<file path="src/rtl/aria_pkg.sv">
// Shared ARIA definitions: mode codes, round count helper and key-store FSM states.
package aria_pkg;

  localparam logic [1:0] ARIA_128 = 2'b00;
  localparam logic [1:0] ARIA_192 = 2'b01;
  localparam logic [1:0] ARIA_256 = 2'b10;

  typedef enum logic {
    S_IDLE,
    S_SERVE
  } rks_state_e;

  // Number of rounds N for a mode; mode 2'b11 behaves as ARIA-256.
  function automatic logic [4:0] aria_nround(input logic [1:0] mode);
    case (mode)
      ARIA_128: return 5'd12;
      ARIA_192: return 5'd14;
      default:  return 5'd16;
    endcase
  endfunction

endpackage

</file>
<file path="src/rtl/aria_diff_a.sv">
// ARIA diffusion layer A: 16x16 binary involution over bytes, byte x0 = bits [127:120].
module aria_diff_a (
  input  logic [127:0] x_i,
  output logic [127:0] y_o
);

  logic [7:0] x [16];
  logic [7:0] y [16];

  // Unpack bytes, apply the fixed XOR network, repack.
  always_comb begin
    for (int k = 0; k < 16; k++) x[k] = x_i[127-8*k -: 8];
    y[0]  = x[3] ^ x[4] ^ x[6] ^ x[8]  ^ x[9]  ^ x[13] ^ x[14];
    y[1]  = x[2] ^ x[5] ^ x[7] ^ x[8]  ^ x[9]  ^ x[12] ^ x[15];
    y[2]  = x[1] ^ x[4] ^ x[6] ^ x[10] ^ x[11] ^ x[12] ^ x[15];
    y[3]  = x[0] ^ x[5] ^ x[7] ^ x[10] ^ x[11] ^ x[13] ^ x[14];
    y[4]  = x[0] ^ x[2] ^ x[5] ^ x[8]  ^ x[11] ^ x[14] ^ x[15];
    y[5]  = x[1] ^ x[3] ^ x[4] ^ x[9]  ^ x[10] ^ x[14] ^ x[15];
    y[6]  = x[0] ^ x[2] ^ x[7] ^ x[9]  ^ x[10] ^ x[12] ^ x[13];
    y[7]  = x[1] ^ x[3] ^ x[6] ^ x[8]  ^ x[11] ^ x[12] ^ x[13];
    y[8]  = x[0] ^ x[1] ^ x[4] ^ x[7]  ^ x[10] ^ x[13] ^ x[15];
    y[9]  = x[0] ^ x[1] ^ x[5] ^ x[6]  ^ x[11] ^ x[12] ^ x[14];
    y[10] = x[2] ^ x[3] ^ x[5] ^ x[6]  ^ x[8]  ^ x[13] ^ x[15];
    y[11] = x[2] ^ x[3] ^ x[4] ^ x[7]  ^ x[9]  ^ x[12] ^ x[14];
    y[12] = x[1] ^ x[2] ^ x[6] ^ x[7]  ^ x[9]  ^ x[11] ^ x[12];
    y[13] = x[0] ^ x[3] ^ x[6] ^ x[7]  ^ x[8]  ^ x[10] ^ x[13];
    y[14] = x[0] ^ x[3] ^ x[4] ^ x[5]  ^ x[9]  ^ x[11] ^ x[14];
    y[15] = x[1] ^ x[2] ^ x[4] ^ x[5]  ^ x[8]  ^ x[10] ^ x[15];
    y_o = '0;
    for (int k = 0; k < 16; k++) y_o[127-8*k -: 8] = y[k];
  end

endmodule

</file>
<file path="src/rtl/aria_rkey_store.sv">
// Round-key store: captures encryption round keys, streams them in enc or dec order.
module aria_rkey_store
  import aria_pkg::*;
#(
  parameter int NKEY_MAX = 17
) (
  input  logic         clk,
  input  logic         rst_n,
  input  logic [1:0]   aria_mode,
  input  logic         wr_en,
  input  logic [4:0]   wr_addr,
  input  logic [127:0] wr_data,
  input  logic         start,
  input  logic         dec,
  input  logic         rk_req,
  output logic [127:0] rk_out,
  output logic         rk_valid,
  output logic         rk_last,
  output logic         loaded,
  output logic         busy
);

  localparam logic [4:0] MAX_ADDR = 5'(NKEY_MAX - 1);

  rks_state_e   state_q, state_d;
  logic [4:0]   idx_q, idx_d;
  logic [4:0]   n_q, n_d;
  logic         dec_q, dec_d;
  logic         loaded_q, loaded_d;
  logic [1:0]   mode_q, mode_d;
  logic [127:0] rk_out_q, rk_out_d;
  logic         rk_valid_q, rk_valid_d;
  logic         rk_last_q, rk_last_d;

  logic [127:0] key_q [NKEY_MAX];
  logic [4:0]   n_cur;
  logic         idle, wr_ok;
  logic [4:0]   src_idx;
  logic         use_a;
  logic [127:0] raw_key, raw_key_a, sel_key;

  assign n_cur = aria_nround(aria_mode);
  assign idle  = (state_q == S_IDLE);
  assign wr_ok = idle && wr_en && (wr_addr <= n_cur) && (wr_addr <= MAX_ADDR);

  // Key array write port; contents survive reset and mode changes.
  always_ff @(posedge clk) begin
    if (wr_ok) key_q[wr_addr] <= wr_data;
  end

  // Read index: decryption reverses order and diffuses every key except the two end keys.
  always_comb begin
    src_idx = idx_q;
    use_a   = 1'b0;
    if (dec_q) begin
      if (idx_q == 5'd0) begin
        src_idx = n_q;
      end else if (idx_q == n_q) begin
        src_idx = 5'd0;
      end else begin
        src_idx = n_q - idx_q;
        use_a   = 1'b1;
      end
    end
  end

  assign raw_key = key_q[src_idx];

  aria_diff_a u_diff_a (
    .x_i (raw_key),
    .y_o (raw_key_a)
  );

  assign sel_key = use_a ? raw_key_a : raw_key;

  // FSM next state, load tracking and output register updates.
  always_comb begin
    state_d    = state_q;
    idx_d      = idx_q;
    n_d        = n_q;
    dec_d      = dec_q;
    loaded_d   = loaded_q;
    mode_d     = mode_q;
    rk_out_d   = rk_out_q;
    rk_valid_d = 1'b0;
    rk_last_d  = 1'b0;
    case (state_q)
      S_IDLE: begin
        mode_d = aria_mode;
        if (aria_mode != mode_q) loaded_d = 1'b0;
        // A write of the final key in the same cycle as a mode change wins.
        if (wr_ok && (wr_addr == n_cur)) loaded_d = 1'b1;
        if (start && loaded_q) begin
          state_d = S_SERVE;
          idx_d   = 5'd0;
          n_d     = n_cur;
          dec_d   = dec;
        end
      end
      S_SERVE: begin
        if (rk_req) begin
          rk_out_d   = sel_key;
          rk_valid_d = 1'b1;
          idx_d      = idx_q + 5'd1;
          if (idx_q == n_q) begin
            rk_last_d = 1'b1;
            state_d   = S_IDLE;
            idx_d     = 5'd0;
          end
        end
      end
      default: state_d = S_IDLE;
    endcase
  end

  // State and output registers.
  always_ff @(posedge clk or negedge rst_n) begin
    if (!rst_n) begin
      state_q    <= S_IDLE;
      idx_q      <= '0;
      n_q        <= '0;
      dec_q      <= 1'b0;
      loaded_q   <= 1'b0;
      mode_q     <= '0;
      rk_out_q   <= '0;
      rk_valid_q <= 1'b0;
      rk_last_q  <= 1'b0;
    end else begin
      state_q    <= state_d;
      idx_q      <= idx_d;
      n_q        <= n_d;
      dec_q      <= dec_d;
      loaded_q   <= loaded_d;
      mode_q     <= mode_d;
      rk_out_q   <= rk_out_d;
      rk_valid_q <= rk_valid_d;
      rk_last_q  <= rk_last_d;
    end
  end

  assign rk_out   = rk_out_q;
  assign rk_valid = rk_valid_q;
  assign rk_last  = rk_last_q;
  assign loaded   = loaded_q;
  assign busy     = (state_q == S_SERVE);

endmodule

</file>
<file path="config.mk">
export PLATFORM = sky130hd
export DESIGN_NAME = aria_rkey_store
export DESIGN_NICKNAME = d
export VERILOG_FILES = /design/src/rtl/aria_pkg.sv /design/src/rtl/aria_diff_a.sv /design/src/rtl/aria_rkey_store.sv
export SDC_FILE = /design/constraint.sdc
export NUM_CORES = 2
export LEC_CHECK = 0
export BUFFER_PORTS_ARGS = -buffer_cell sky130_fd_sc_hd__buf_4
export CAP_MARGIN = 10
export CORE_MARGIN = 5
export CORE_UTILIZATION = 62
export DETAILED_ROUTE_END_ITERATION = 8
export GPL_ROUTABILITY_DRIVEN = 0
export PLACE_DENSITY_LB_ADDON = 0.15
export REMOVE_ABC_BUFFERS = 1
export SYNTH_ARGS = -nofsm -noshare
export SYNTH_HDL_FRONTEND = slang
export SYNTH_SLANG_ARGS = --single-unit
</file>
<file path="constraint.sdc">
create_clock -name clk -period 13.2 [get_ports clk]
set_clock_uncertainty 0.05 [all_clocks]
set_input_delay 0.66 -clock clk [delete_from_list [all_inputs] [get_ports clk]]
set_output_delay 0.66 -clock clk [all_outputs]
set_load 0.01 [all_outputs]
</file>
# ---- Yosys cells after proc, flatten, opt, wreduce, memory -nomap -nowiden
# Memory sizes are Yosys's and may differ from the RTL's.
# Index checks and enable logic that the tools add are counted.
dict set report totals {
  register_bits 145
  mem_bits_rw 2176
  out_inout_bits 132
  elab_cells 147
  memories 1
}
# memory words width read_ports rd_ports_with_merged_regs wr line_no
set memory_table {}
lappend memory_table {key_q 17 128 1 0 1 aria_rkey_store.sv:35} ;# logic [127:0] key_q [NKEY_MAX];
dict set report classes {
  n_addsub 2
  magnitude_cmp 2
  n_eq_ne 6
  muxes 24
  n_bitwise 91
  n_reduce_logical 12
}
# cell n
set ops {}
lappend ops {{$xor 8x8->8} 90}
lappend ops {{$mux 128} 1}
lappend ops {{$mux 5} 6}
lappend ops {{$pmux 5 s2} 2}
lappend ops {{$mux 1} 14}
lappend ops {{$eq 5x5->1} 2}
lappend ops {{$reduce_and 2->1} 4}
lappend ops {{$add 5x1->5 const B} 1}
lappend ops {{$le 5x5->1} 1}
lappend ops {{$le 5x5->1 const B} 1}
lappend ops {{$logic_and 1x1->1} 5}
lappend ops {{$logic_not 5->1} 1}
lappend ops {{$sub 5x5->5} 1}
lappend ops {{$eq 2x1->1 const B} 1}
lappend ops {{$logic_not 2->1} 1}
lappend ops {{$ne 2x1->1 const B} 1}
lappend ops {{$ne 2x2->1} 1}
lappend ops {{$ne 2x2->1 const B} 1}
lappend ops {{$pmux 1 s2} 1}
lappend ops {{$reduce_bool 2->1} 1}
lappend ops {{$not 1->1} 1}

# ---- Depth between registers and ports, before layout
# An unclocked memory read counts as a cell.
dict set report depth {
  ltp_word 12
  ltp_mapped 21
  mapped_depth_nobuf 15
}

# ---- Hierarchy
# From an unflattened synthesis, not the netlist that was laid out.
dict set report hier_totals {
  cells_unflattened 7124
  hier_area_um2 98122.9
}
# module instances cells_each area_per_inst_um2 seq_area_each_um2
set by_module_without_submodules {}
lappend by_module_without_submodules {aria_rkey_store 1 6690 94211.6 68921.1}
lappend by_module_without_submodules {aria_diff_a 1 434 3911.3 0.0}

# ---- Worst setup path before layout
# No wires, ideal clock.
dict set report synth_path {
  path_type {input port to flip-flop}
  start {input aria_mode[1]}
  end {memory key_q[4][0], enable pin}
  arrival_time_ps 10654
  required_time_ps 12378
  setup_slack_ps 1724
  cell_stages 10
  path_cell_list {clkbuf_1 ha_1 nor2b_1 o21a_1 o21a_1 o21ai_0 nand2b_1 nor2_1 nand3b_1 nor3_1}
}
dict set report synth_between {
  elab_chain_len 7
  elab_cells_between_ends 8
  classes_between {1 x order compare; 1 x eq/ne; 3 x mux; 3 x reduce/logical}
}
# element line_no
set synth_rtl {}
lappend synth_rtl {{from (decl)} aria_rkey_store.sv:9} ;# input logic [1:0] aria_mode,
lappend synth_rtl {{$eq 2x1->1 or $logic_not 2->1 (tied branches)} aria_pkg.sv:15} ;# case (mode)
lappend synth_rtl {{$pmux 5 s2 (*)} aria_pkg.sv:15}
lappend synth_rtl {{$le 5x5->1 (*)} aria_rkey_store.sv:44} ;# assign wr_ok = idle && wr_en && (wr_addr <= n_cur) && (wr_addr <= MAX_ADDR);
lappend synth_rtl {{$logic_and 1x1->1 (*) (2 in series)} aria_rkey_store.sv:44}
lappend synth_rtl {{$mux 1 (*)} aria_rkey_store.sv:48} ;# if (wr_ok) key_q[wr_addr] <= wr_data;
lappend synth_rtl {{$mux 1 (not written as such) (*)} aria_rkey_store.sv:48}
lappend synth_rtl {{to (decl)} aria_rkey_store.sv:35}
# Mark *: on every way between the ends. The rest lies on a longest branch, timed or not.

# ---- Final worst setup path
dict set report layout_path {
  start {register idx_q[2]}
  end {register rk_out_q[97] (netlist: rk_out[97])}
}
dict set report layout_between {
  elab_chain_len 12
  elab_cells_between_ends 17
  classes_between {1 x add/sub; 1 x eq/ne; 7 x mux; 6 x bitwise; 1 x reduce/logical; 1 x memory}
}
# element line_no
set layout_rtl {}
lappend layout_rtl {{from (decl)} aria_rkey_store.sv:26} ;# logic [4:0] idx_q, idx_d;
lappend layout_rtl {{from (signal assigned)} aria_rkey_store.sv:130} ;# idx_q <= idx_d;
lappend layout_rtl {{$sub 5x5->5 or $eq 5x5->1 (tied branches)} {aria_rkey_store.sv:61, aria_rkey_store.sv:58}}
lappend layout_rtl {{$mux 5} aria_rkey_store.sv:58} ;# end else if (idx_q == n_q) begin
lappend layout_rtl {{$mux 5} aria_rkey_store.sv:56} ;# if (idx_q == 5'd0) begin
lappend layout_rtl {{$mux 5} aria_rkey_store.sv:55} ;# if (dec_q) begin
lappend layout_rtl {{$mem_v2 17x128} -}
lappend layout_rtl {{$xor 8x8->8 (6 in series)} aria_diff_a.sv:16} ;# y[3] = x[0] ^ x[5] ^ x[7] ^ x[10] ^ x[11] ^ x[13] ^ x[14];
lappend layout_rtl {{$mux 128 (*)} aria_rkey_store.sv:74} ;# assign sel_key = use_a ? raw_key_a : raw_key;
lappend layout_rtl {{to (signal assigned)} aria_rkey_store.sv:135} ;# rk_out_q <= rk_out_d;
lappend layout_rtl {{to (decl)} aria_rkey_store.sv:31} ;# logic [127:0] rk_out_q, rk_out_d;
# Marks and branches as above.
# A chain may end at the register's enable or synchronous reset.

==> impl_summary.txt <==
----------------------------------------------------
[STA]
  Worst slew pin tran ... approximately 1200 ps
  Setup repair after global routing missed its margin ... no
  Final number of max-transition violations ... 0
  Maximum frequency from static timing analysis ... ~0.15 GHz
  Final worst slack ... around 6500 ps
  Period utilisation layout ... about half
  Final total negative setup slack ... 0 ps
  Shortest period the worst path allows ... 6650 ps
  Number of endpoints with negative hold slack in the final report ... 0
  Worst slew margin ... between 10% and 20%
  Final setup vio count ... 0

[Global route]
  Antenna violations before repair ... 33
  Global route hottest layer ... met2
  GRT Residual Overflow ... 0
  Via count of the first global-routing pass ... 59300
  Met3 Usage GRT ... roughly 8.4%
  Total GRT Usage ... 34.6%
  GRT met1 Usage ... about 49%
  Wire length of the first global-routing pass ... between 400 and 500 mm
  GR met2 Demand/Resource ... a little over half
  Largest net degree at the start of global routing ... about 160

[Final layout]
  Ratio of cells with drive above 1 in the final layout ... approximately an eighth
  Area delta synth->final ... 11.2%
  Final std cell area, no fill ... 0.109 mm²
  Net count, final ... just over 7000
  Post-route insts no fill ... 9279
  Fill cell count ... roughly 10000

[Setup path]
  Kind of end point of the critical path ... flip-flop
  Launching element type of the critical path ... flip-flop
  Worst EP arrival ... 7350 ps
  Category of the critical setup timing path ... flip-flop to flip-flop
  Highest fanout seen on the critical path ... 96
  Critical R2R Launch ... idx_q[2]
  Req. time, crit path ... approximately 14000 ps
  Start point of the critical path ... idx_q[2]

[CTS]
  Worst-skew pair later-pin latency ... roughly 850 ps
  Cts bufs inserted ... 222
  Number of resized instances in the post-cts repair step ... 0
  Clock root buffer ... sky130_fd_sc_hd__clkbuf_16
  Clock-pin slew reported for the worst setup and hold paths after clock tree synthesis ... 60 ps
  Deepest clock path buffer count ... 3
  Htree depth ... 4
  Clock sink count ... 2319
  TritonCTS clock tree ... done

[Yosys]
  Syn. warnings ... 0
  Netlist cell types ... 101
  Primary FF master, synth ... sky130_fd_sc_hd__edfxtp_1
  Synthesis-stage register bit count ... 2319
  Post-synthesis area per instance ... ~14 µm²
  Post-synth EDFFs ... about 2200
  Synthesized instance count ... just under 7000
  Total standard cell area after synthesis ... slightly below 0.1 mm²
  Async set or reset register ratio after synthesis ... a little over 6%
  Proportion of synthesized chip area in sequential cells ... approximately 70%

[Drt]
  # DRC ... 0
  DR vias/cell ... 6.68
  Number of vias in the routed layout ... between 60000 and 70000
  Number of detailed-route iterations in the first pass ... 6
  Antenna Nets Post-Route ... 0
  Final routed wirelength across all metal layers ... approximately 290 mm
  Number of DRC markers in iteration 0 ... 9314
  Post-DR wirelength/cell ... 31.0 µm

[Die]
  Count of boundary I/O pins ... approximately 270
  Floorplan row count ... 145
  X dimension of the die ... 407 µm
  Effective utilization at floorplan ... 62.4%
  Die Ht ... about 410 µm
  DIE AREA ... around 0.17 mm²
  Area inside the core boundary ... 0.156 mm²

[Hold path]
  Worst Min Path Start ... aria_mode[1]
  Class of the most critical hold timing path ... primary input to flip-flop

[Placed design]
  Worst-case setup slack after placement ... 6680 ps
  Port Buffers ... 272
  Sum of net half-perimeters after detailed placement ... around 150 mm
  Placed inst area ... around 0.1 mm²
  Cell count after placement ... slightly below 9000

[Status]
  Run status ... completed

[Run]
  Max-cap viol count ... 0

----------------------------------------------------
## through the flow
step / hold slack, ps / utilization, %
after CTS: 21.4 / 69.4
after detailed placement: 424 / 64.7
after global routing: 52.0 / 69.4
final: 63.1 / 69.4
after global placement: 418 / 64.7
after floorplan: 314 / -
## sequential cells by signal (all words and copies together), names as in the netlist
name / count
key_q: 2176
dec_q: 1
idx_q: 5
n_q: 3
loaded: 1
busy: 1
rk_last: 1
mode_q: 2
rk_out: 128
rk_valid: 1
## per-layer routing
layer / vias to the layer above / routed length [µm] / share of wire [%]
met5: - / 34 / 0.012
met4: 6 / 13200 / 4.6
met3: 571 / 36300 / 13
met2: 4126 / 131000 / 45
met1: 31200 / 107000 / 37
li1: 26100 / - / -
## cell usage after synthesis, drive strengths merged, types with 107 or more instances
master / n / share of area (%)
mux2i: 256 / 2.7
a21oi: 258 / 1.3
clkbuf: 107 / 0.41
nand2: 1366 / 5.3
nor2: 128 / 0.49
buf: 335 / 2.2
xnor2: 267 / 2.4
o21ai: 165 / 0.87
xor2: 120 / 1.1
dfrtp: 143 / 3.7
nand3: 472 / 2.4
edfxtp: 2176 / 67
## timing repair
item / in CTS / in global routing
buffers inserted: 0 / 0
hold buffers: 3 / 0
endpoints found under the hold margin: 81 / 0
## cell usage in the layout (no fill, tap or decap), types with 34 or more instances in the layout
cell / count
sky130_fd_sc_hd__edfxtp_1: 2176
sky130_fd_sc_hd__clkinv_1: 41
sky130_fd_sc_hd__nor2_1: 109
sky130_fd_sc_hd__a31oi_1: 58
sky130_fd_sc_hd__xnor2_1: 262
sky130_fd_sc_hd__buf_4: 353
sky130_fd_sc_hd__o21ai_0: 143
sky130_fd_sc_hd__dfrtp_1: 143
sky130_fd_sc_hd__nand2_1: 1363
sky130_fd_sc_hd__a32oi_1: 34
sky130_fd_sc_hd__clkbuf_1: 44
sky130_fd_sc_hd__mux2i_1: 253
sky130_fd_sc_hd__a311oi_1: 68
sky130_fd_sc_hd__xor2_1: 117
sky130_fd_sc_hd__clkinv_2: 42
sky130_fd_sc_hd__mux4_2: 65
sky130_fd_sc_hd__o211ai_1: 51
sky130_fd_sc_hd__o211a_1: 46
sky130_fd_sc_hd__a21oi_1: 254
sky130_fd_sc_hd__clkbuf_16: 225
sky130_fd_sc_hd__and3_1: 74
sky130_fd_sc_hd__nand3_1: 472
sky130_fd_sc_hd__a22oi_1: 43
sky130_fd_sc_hd__a211oi_1: 48
## worst paths after layout
path                               to  slack, ps  depth (start not counted)
hold reg to reg            rk_out[31]        440                          2
setup reg to reg           rk_out[97]       6550                         17
max in group asynchronous  rk_out[30]      11060                          3
setup / recovery           rk_out[97]       6550                         17
hold / removal                 n_q[3]         60                          2
min in group asynchronous     rk_last        430                          2
## worst max-delay path, cell delays in order, from the launching register on
cell	delay, ps
sky130_fd_sc_hd__dfrtp_1	500
sky130_fd_sc_hd__inv_1	130
sky130_fd_sc_hd__ha_1	480
sky130_fd_sc_hd__nand3_1	280
sky130_fd_sc_hd__o211ai_4	250
sky130_fd_sc_hd__buf_12	540
sky130_fd_sc_hd__o31a_2	470
sky130_fd_sc_hd__buf_4	450
sky130_fd_sc_hd__buf_4	510
sky130_fd_sc_hd__nand2_1	570
sky130_fd_sc_hd__a221o_1	460
sky130_fd_sc_hd__o22ai_1	170
sky130_fd_sc_hd__a21o_1	350
sky130_fd_sc_hd__xnor3_1	510
sky130_fd_sc_hd__xor2_1	270
sky130_fd_sc_hd__xor2_1	190
sky130_fd_sc_hd__o21ai_0	100
sky130_fd_sc_hd__o21ai_0	190
## cell families after synthesis
kind of cell    synth area share [%]
mux                             4.52
compound gates                  7.94
flops                           70.6
fa+ha+maj                      0.149
buf+inv                         2.74
xor+xnor                        4.34
simple gates                    9.69
## final cells by class
cell class	count	area (µm²)	area share (%)
sequential	2319	68900	63.5
inverter	26	97.6	0.0899
clock buffer	283	5990	5.52
antenna	23	57.6	0.0530
timing repair buffer	384	3230	2.98
multi-input combinational	4051	26300	24.2
tap	2058	2570	2.37
clock inverter	135	1330	1.23
Power is left out: the tool's default activity adds up to more than one toggle a clock period on the data nets, which glitch-free logic cannot reach.
